## config.mk

```make
export PLATFORM = sky130hd
export DESIGN_NAME = multicycle_ctrl
export DESIGN_NICKNAME = d
export VERILOG_FILES = /design/src/rtl/multicycle_ctrl.sv
export SDC_FILE = /design/constraint.sdc
export NUM_CORES = 1
export LEC_CHECK = 0
export ABC_AREA = 0
export BUFFER_PORTS_ARGS = -buffer_cell sky130_fd_sc_hd__buf_4
export CAP_MARGIN = 20
export CORE_MARGIN = 5
export CORE_UTILIZATION = 30
export CTS_CLUSTER_SIZE = 24
export DETAILED_ROUTE_END_ITERATION = 8
export PLACE_DENSITY = 0.68
export SYNTH_ARGS = -nofsm -noshare
export SYNTH_HDL_FRONTEND = slang
export SYNTH_SLANG_ARGS = --single-unit
```

## constraint.sdc

```tcl
create_clock -name clk -period 2.4 [get_ports clk]
set_input_delay 0.12 -clock clk [delete_from_list [all_inputs] [get_ports clk]]
set_output_delay 0.12 -clock clk [all_outputs]
set_load 0.01 [all_outputs]
```

## src/rtl/multicycle_ctrl.sv

```systemverilog
// Multicycle CPU control FSM: IDLE/FETCH/DECODE/EXEC/MEM/WB/HALT with registered opcode.
// Optional retired-instruction counter is enabled by defining MULTICYCLE_CTRL_PERF_CNT_EN.
module multicycle_ctrl (
  input  logic        clk,
  input  logic        rst_n,
  input  logic        run_en,
  input  logic [3:0]  opcode,
  input  logic        alu_sign,
  input  logic        mem_ack,
  output logic        ir_load,
  output logic        pc_en,
  output logic [1:0]  pc_sel,
  output logic [2:0]  alu_ctl,
  output logic        reg_write_en,
  output logic        mem_req,
  output logic        mem_we,
  output logic        wb_sel,
  output logic        halted,
  output logic        illegal,
  output logic [2:0]  state,
  output logic [15:0] instr_cnt
);

  typedef enum logic [2:0] {
    IDLE   = 3'b000,
    FETCH  = 3'b001,
    DECODE = 3'b010,
    EXEC   = 3'b011,
    MEM    = 3'b100,
    WB     = 3'b101,
    HALT   = 3'b110
  } state_t;

  typedef enum logic [3:0] {
    OP_ADD  = 4'b0000,
    OP_SUB  = 4'b0001,
    OP_AND  = 4'b0010,
    OP_OR   = 4'b0011,
    OP_XOR  = 4'b0100,
    OP_SLL  = 4'b0101,
    OP_SRL  = 4'b0110,
    OP_ADDI = 4'b0111,
    OP_LW   = 4'b1000,
    OP_SW   = 4'b1001,
    OP_JMP  = 4'b1010,
    OP_BAN  = 4'b1011,
    OP_HALT = 4'b1111
  } opcode_t;

  state_t     state_q, state_d;
  logic [3:0] op_q, op_d;
  logic [2:0] alu_dec;
  logic       op_legal;
  logic       op_is_alu;
  logic       op_is_mem;

  // Opcode is captured while in DECODE so EXEC/MEM/WB decode from a stable copy.
  always_ff @(posedge clk or negedge rst_n) begin
    if (!rst_n) begin
      state_q <= IDLE;
      op_q    <= '0;
    end else begin
      state_q <= state_d;
      op_q    <= op_d;
    end
  end

  always_comb begin
    alu_dec  = 3'b111;
    op_legal = 1'b1;
    case (op_q)
      OP_ADD, OP_ADDI, OP_LW, OP_SW: alu_dec = 3'b000;
      OP_SUB, OP_BAN:                alu_dec = 3'b001;
      OP_AND:                        alu_dec = 3'b010;
      OP_OR:                         alu_dec = 3'b011;
      OP_XOR:                        alu_dec = 3'b100;
      OP_SLL:                        alu_dec = 3'b101;
      OP_SRL:                        alu_dec = 3'b110;
      OP_JMP, OP_HALT:               alu_dec = 3'b111;
      default: begin
        alu_dec  = 3'b111;
        op_legal = 1'b0;
      end
    endcase
  end

  assign op_is_alu = ~op_q[3];
  assign op_is_mem = (op_q == OP_LW) || (op_q == OP_SW);

  always_comb begin
    state_d = state_q;
    op_d    = op_q;
    case (state_q)
      IDLE:   if (run_en) state_d = FETCH;
      FETCH:  state_d = DECODE;
      DECODE: begin
        op_d    = opcode;
        state_d = (opcode == OP_HALT) ? HALT : EXEC;
      end
      EXEC:   state_d = op_is_mem ? MEM : WB;
      MEM:    if (mem_ack) state_d = WB;
      WB:     state_d = run_en ? FETCH : IDLE;
      HALT:   state_d = HALT;
      default: state_d = IDLE;
    endcase
  end

  always_comb begin
    ir_load      = 1'b0;
    pc_en        = 1'b0;
    pc_sel       = 2'b00;
    alu_ctl      = 3'b111;
    reg_write_en = 1'b0;
    mem_req      = 1'b0;
    mem_we       = 1'b0;
    wb_sel       = 1'b0;
    halted       = 1'b0;
    illegal      = 1'b0;
    case (state_q)
      FETCH: ir_load = 1'b1;
      EXEC:  alu_ctl = alu_dec;
      MEM: begin
        mem_req = 1'b1;
        mem_we  = (op_q == OP_SW);
      end
      WB: begin
        alu_ctl      = alu_dec;
        pc_en        = 1'b1;
        illegal      = ~op_legal;
        reg_write_en = op_is_alu || (op_q == OP_LW);
        wb_sel       = (op_q == OP_LW);
        if (op_q == OP_JMP)
          pc_sel = 2'b01;
        else if ((op_q == OP_BAN) && alu_sign)
          pc_sel = 2'b10;
      end
      HALT:  halted = 1'b1;
      default: ;
    endcase
  end

  assign state = state_q;

`ifdef MULTICYCLE_CTRL_PERF_CNT_EN
  logic [15:0] cnt_q, cnt_d;

  always_comb begin
    cnt_d = cnt_q;
    if ((state_q == WB) && (cnt_q != '1))
      cnt_d = cnt_q + 16'd1;
  end

  always_ff @(posedge clk or negedge rst_n) begin
    if (!rst_n) cnt_q <= '0;
    else        cnt_q <= cnt_d;
  end

  assign instr_cnt = cnt_q;
`else
  assign instr_cnt = '0;
`endif

endmodule

```

==> Yosys cells after proc, flatten, opt, wreduce, memory -nomap -nowiden <==
Cells that the tools add are included.
{ "word_totals": {"regBits": 7, "input_bits": 9, "output_inout_bits": 32} }
{ "classes": {"eq_ne": 21, "n_mux": 20, "bitwise": 2, "n_reduce_logical": 10} }
{ "ops": {"columns": ["operator", "count"], "rows": [
  ["one-hot mux 3 bit (7 select lines)", 2],
  ["equality test 4 bit, second input constant", 6],
  ["equality test 4 x 3 -> 1 bit, second input constant", 4],
  ["OR reduction 13 bit", 1],
  ["2-to-1 mux 3 bit", 4],
  ["2-to-1 mux 1 bit", 11],
  ["equality test 3 bit, second input constant", 3],
  ["equality test 4 x 2 -> 1 bit, second input constant", 2],
  ["equality test 3 x 2 -> 1 bit, second input constant", 2],
  ["2-to-1 mux 2 bit", 3],
  ["equality test 4 x 1 -> 1 bit, second input constant", 1],
  ["logical NOT 4 bit", 1],
  ["inequality test 2 bit, second input constant", 2],
  ["OR reduction 2 bit", 2],
  ["OR reduction 4 bit", 1],
  ["equality test 3 x 1 -> 1 bit, second input constant", 1],
  ["logical NOT 3 bit", 1],
  ["logical OR 1 bit", 2],
  ["inverter 1 bit", 2],
  ["AND reduction 2 bit", 1],
  ["logical AND 1 bit", 1]
]} }

==> Longest topological paths before layout <==
{ "depth": {"ltp_word": 5, "ltp_mapped": 6, "depth_no_buf": 5} }

==> Worst setup path before layout <==
Ideal clock, no wire load.
{ "synth_timing": {"path_type": "register -> output", "from": "register state_q[1] (netlist: state[1])", "to": "output pc_sel[1]", "arrival_time_ns": 1.346, "required_time_ns": 2.280, "setup_slack_ns": 0.934, "stages_incl_launch_ff": 7, "n_path_buf": 1, "cell_sequence": "dfrtp_1 buf_4 nand2b_4 or2_1 inv_2 nand4b_1 nor2_1"} }
{ "synth_via": {"elab_chain_len": 2} }
{ "synth_lines": {"columns": ["element", "line", "source"], "rows": [
  ["start: declaration", "50", "state_t state_q, state_d;"],
  ["start signal: assignment", "63", "state_q <= state_d;"],
  ["equality test 3 bit", "119", "case (state_q)"],
  ["2-to-1 mux 2 bit", "119", null],
  ["end: declaration", "12", "output logic [1:0] pc_sel,"]
]} }
No other way between the ends.

==> Worst setup path after layout <==
{ "layout_timing": {"from": "register state_q[0] (netlist: state[0])", "to": "output pc_sel[1]"} }
Same word-level chain as after synthesis.

==> metrics.yaml <==
floorplanning:
  dieHeight_um: 56.3
  core-area_um2: 2000
  start_util_pct: 32.1
  rows: 16
  io_pins: 41
  die-width_um: 56.3
  dieArea_um2: 3170
logic_synthesis:
  yosysWarningCount: 0
  synth.largest_area_cell: "dfrtp_1"
  ys_ff_latch: 7
  synth_top_area_share_pct: 27.2
  synth-compound-area-share_pct: 16.7
  synth_seq_area_share_pct: 27.2
  synthMuxAreaShare_pct: 7.00
  yosys.area_share.xor_xnor_pct: 0
  synth_cell_types: 30
  synthAdderAreaFrac_pct: 0
  synth_top_family_by_area: "buffers and inverters"
  syn_area_um2: 643
  yosys.area_share.simple_pct: 23.2
  synth_area_leaders: "dfrtp_1, buf_4, mux2_1"
  syn_inst: 78
  syn_avg_cell_area_um2: 8.25
timing:
  tns_ns: 0
  slew_viol_final: 0
  fin_ws_ns: 0.633
  fin_crit_ns: 1.77
  clock_skew_ns: 0.00632
  hold_viol_final: 0
  fin_crit_sh_pct: 73.6
  setup_violations: 0
  max_freq_mhz: 566
  grt_setup_unrepaired: "no"
final_layout:
  area_growth_syn_to_layout_pct: 23.5
  stdcell_count: 128
  diodes: 0
  postLayoutCellArea_um2: 795
  nets: 111
  drive_gt1_share_pct: 33.7
setup_path:
  crit_chain: "inv_2 -> or2_1 -> inv_2 -> nand4b_1 -> nor2_1 -> buf_4"
  cpMostUsedCell: "inv_2"
  crit_start: "state[0]$_DFFE_PN0P_"
  reg2reg_to: "op_q[3]$_DFFE_PN0P_"
  path_depth: 6
  cp_top_family: "flip-flops"
  reg2reg_depth: 3
  arrival_ns: 1.65
  ff2ff_setup_slack_ns: 0.98
  cp_slowest_cell: "dfrtp_1"
  critPathMaxFanout: 10
  worstReg2RegStart: "state[2]$_DFFE_PN0P_"
  critPathMaxStageDelay_ns: 0.56
  crit_buf_inv: 3
  start_kind: "flip-flop"
  end_kind: "primary output"
  worstSetupPathType: "flip-flop to primary output"
  crit_required_ns: 2.28
place:
  place_area_um2: 758
  pre_cts_ws_ns: 0.871
  dp.cells: 123
  gp_congestion: 0.672
  place.port_buffers: 24
  dp_hpwl_um: 1160
hold_path:
  min_from: "opcode[1]"
  hold-path-cell-count: 2
  min_path_type: "input pin to flip-flop"
  min_to: "op_q[1]$_DFFE_PN0P_"
drt:
  drt-total-wl_um: 1430
  drcViolationCount: 0
  wl_per_cell_um: 11.1
  num_vias: 555
  drt_first_pass_iters: 4
  ant_nets: 0
  viasPerCell: 4.34
  drtIter0Drc: 3
global_route:
  grt_max_degree: 11
  antenna_found_initial: 0
  grt_pass1_vias: 475
  track_usage_pct: 8.84
  grt-ovfl-total: 0
  grt_pass1_wl_um: 2240
clock_tree:
  tritoncts: "yes"
  post_cts_buffers: 0
  cts_root_buf: "clkbuf_4"
  clk_path_buf_depth: 2
  clk_latency_ns: 0.25
  clk_pin_slew_worst_paths_ns: 0.05
  clock_sink_count: 7
  cts_buffers: 3
  h-tree-depth: 1
power_and_ir_drop:
  power_density_nw_per_um2: 1130
  vdd_drop_max_uv: 543
  total_power_mw: 0.899
  leakage_nw: 0.396
flow_run:
  cap_viol_max_count: 0
status:
  status: "complete, no violations"
## power breakdown
group	switching [mW]	internal [mW]
Clock	0.0436	0.0635
Combinational	0.218	0.251
Sequential	0.146	0.177
## how the worst max path moves through the flow
stage | endpoint | slack [ns]
after floorplan | pc_sel[1] | 0.93
after global placement | pc_sel[1] | 0.93
after detailed placement | pc_sel[1] | 0.87
after CTS | pc_sel[1] | 0.61
after global routing | pc_sel[0] | 0.53
final | pc_sel[1] | 0.63
## worst reg2reg max path, cell delays in order, from the launching register on
cell	delay [ns]
dfrtp_1	0.48
nand2b_2	0.26
nor2_2	0.21
mux2_1	0.35
## sequential cells by signal, summed over array words and instances, names as in the netlist
name	count
op_q	4
state	3
## synthesized netlist by cell type, drive strengths merged
master  number
o21a         2
inv          2
conb         1
nand2b       3
or2          1
o21ai        4
or3b         1
nor3b        1
a211oi       1
clkbuf       1
nand2        6
nand3        1
buf         20
nand4b       1
a21oi        6
nor4         1
nor3         3
a41oi        1
nor2         6
a21boi       1
a21o         2
dfrtp        7
and3         2
mux2         4
## metrics by stage
stage / util [%] / hold WS, ns
2_1_floorplan: - / -0.176
3_3_place_gp: 37.9 / -0.0639
3_5_place_dp: 37.9 / -0.0656
4_1_cts: 39.7 / 0.0837
5_1_grt: 39.7 / 0.0821
6_report: 39.7 / 0.0958
## cells by family after synthesis
| kind of cell | Yosys count |
|---|---|
| other cells | 1 |
| buf+inv | 23 |
| simple gates | 26 |
| mux | 4 |
| compound gates | 17 |
| flops | 7 |
## layout make-up
class | count | area (µm²)
Multi-Input combinational cell | 63 | 362
Tap cell | 27 | 33.8
Inverter | 2 | 7.51
Sequential cell | 7 | 175
Timing Repair Buffer | 25 | 190
Fill cell | 223 | 1210
Clock buffer | 4 | 26.3
## metal layers
metal  global-route usage (%)  wire (µm)  vias to the layer above
li1                         -          -                      280
met1                     11.0        638                      243
met2                     13.4        622                       32
met3                     4.82        165                        0
met4                     2.03          0                        0
met5                        0          0                        -
## cells in the final DEF (no fill, tap or decap), drive strengths merged
| master | Yosys | layout |
|---|---|---|
| conb | 1 | 16 |
| dlygate4sd3 | 0 | 1 |
| inv | 2 | 2 |
| a211oi | 1 | 1 |
| clkbuf | 1 | 4 |
| or3b | 1 | 1 |
| mux2 | 4 | 4 |
| a21o | 2 | 2 |
| o21a | 2 | 2 |
| and3 | 2 | 2 |
| dfrtp | 7 | 7 |
| nand3 | 1 | 1 |
| a21oi | 6 | 6 |
| nor3b | 1 | 1 |
| nand4b | 1 | 1 |
| nor2 | 6 | 6 |
| o21ai | 4 | 4 |
| buf | 20 | 24 |
| nand2 | 6 | 6 |
| nand2b | 3 | 3 |
| a21boi | 1 | 1 |
| or2 | 1 | 1 |
| nor4 | 1 | 1 |
| a41oi | 1 | 1 |
| nor3 | 3 | 3 |
## what timing repair did
| action | in CTS | in global routing |
|---|---|---|
| hold endpoints to repair | 7 | 0 |
| endpoints found under the setup margin | 0 | 0 |
| hold buffers | 1 | 0 |
| gates resized for setup | 0 | 0 |
No activity file was read; power rests on OpenSTA's default activity.
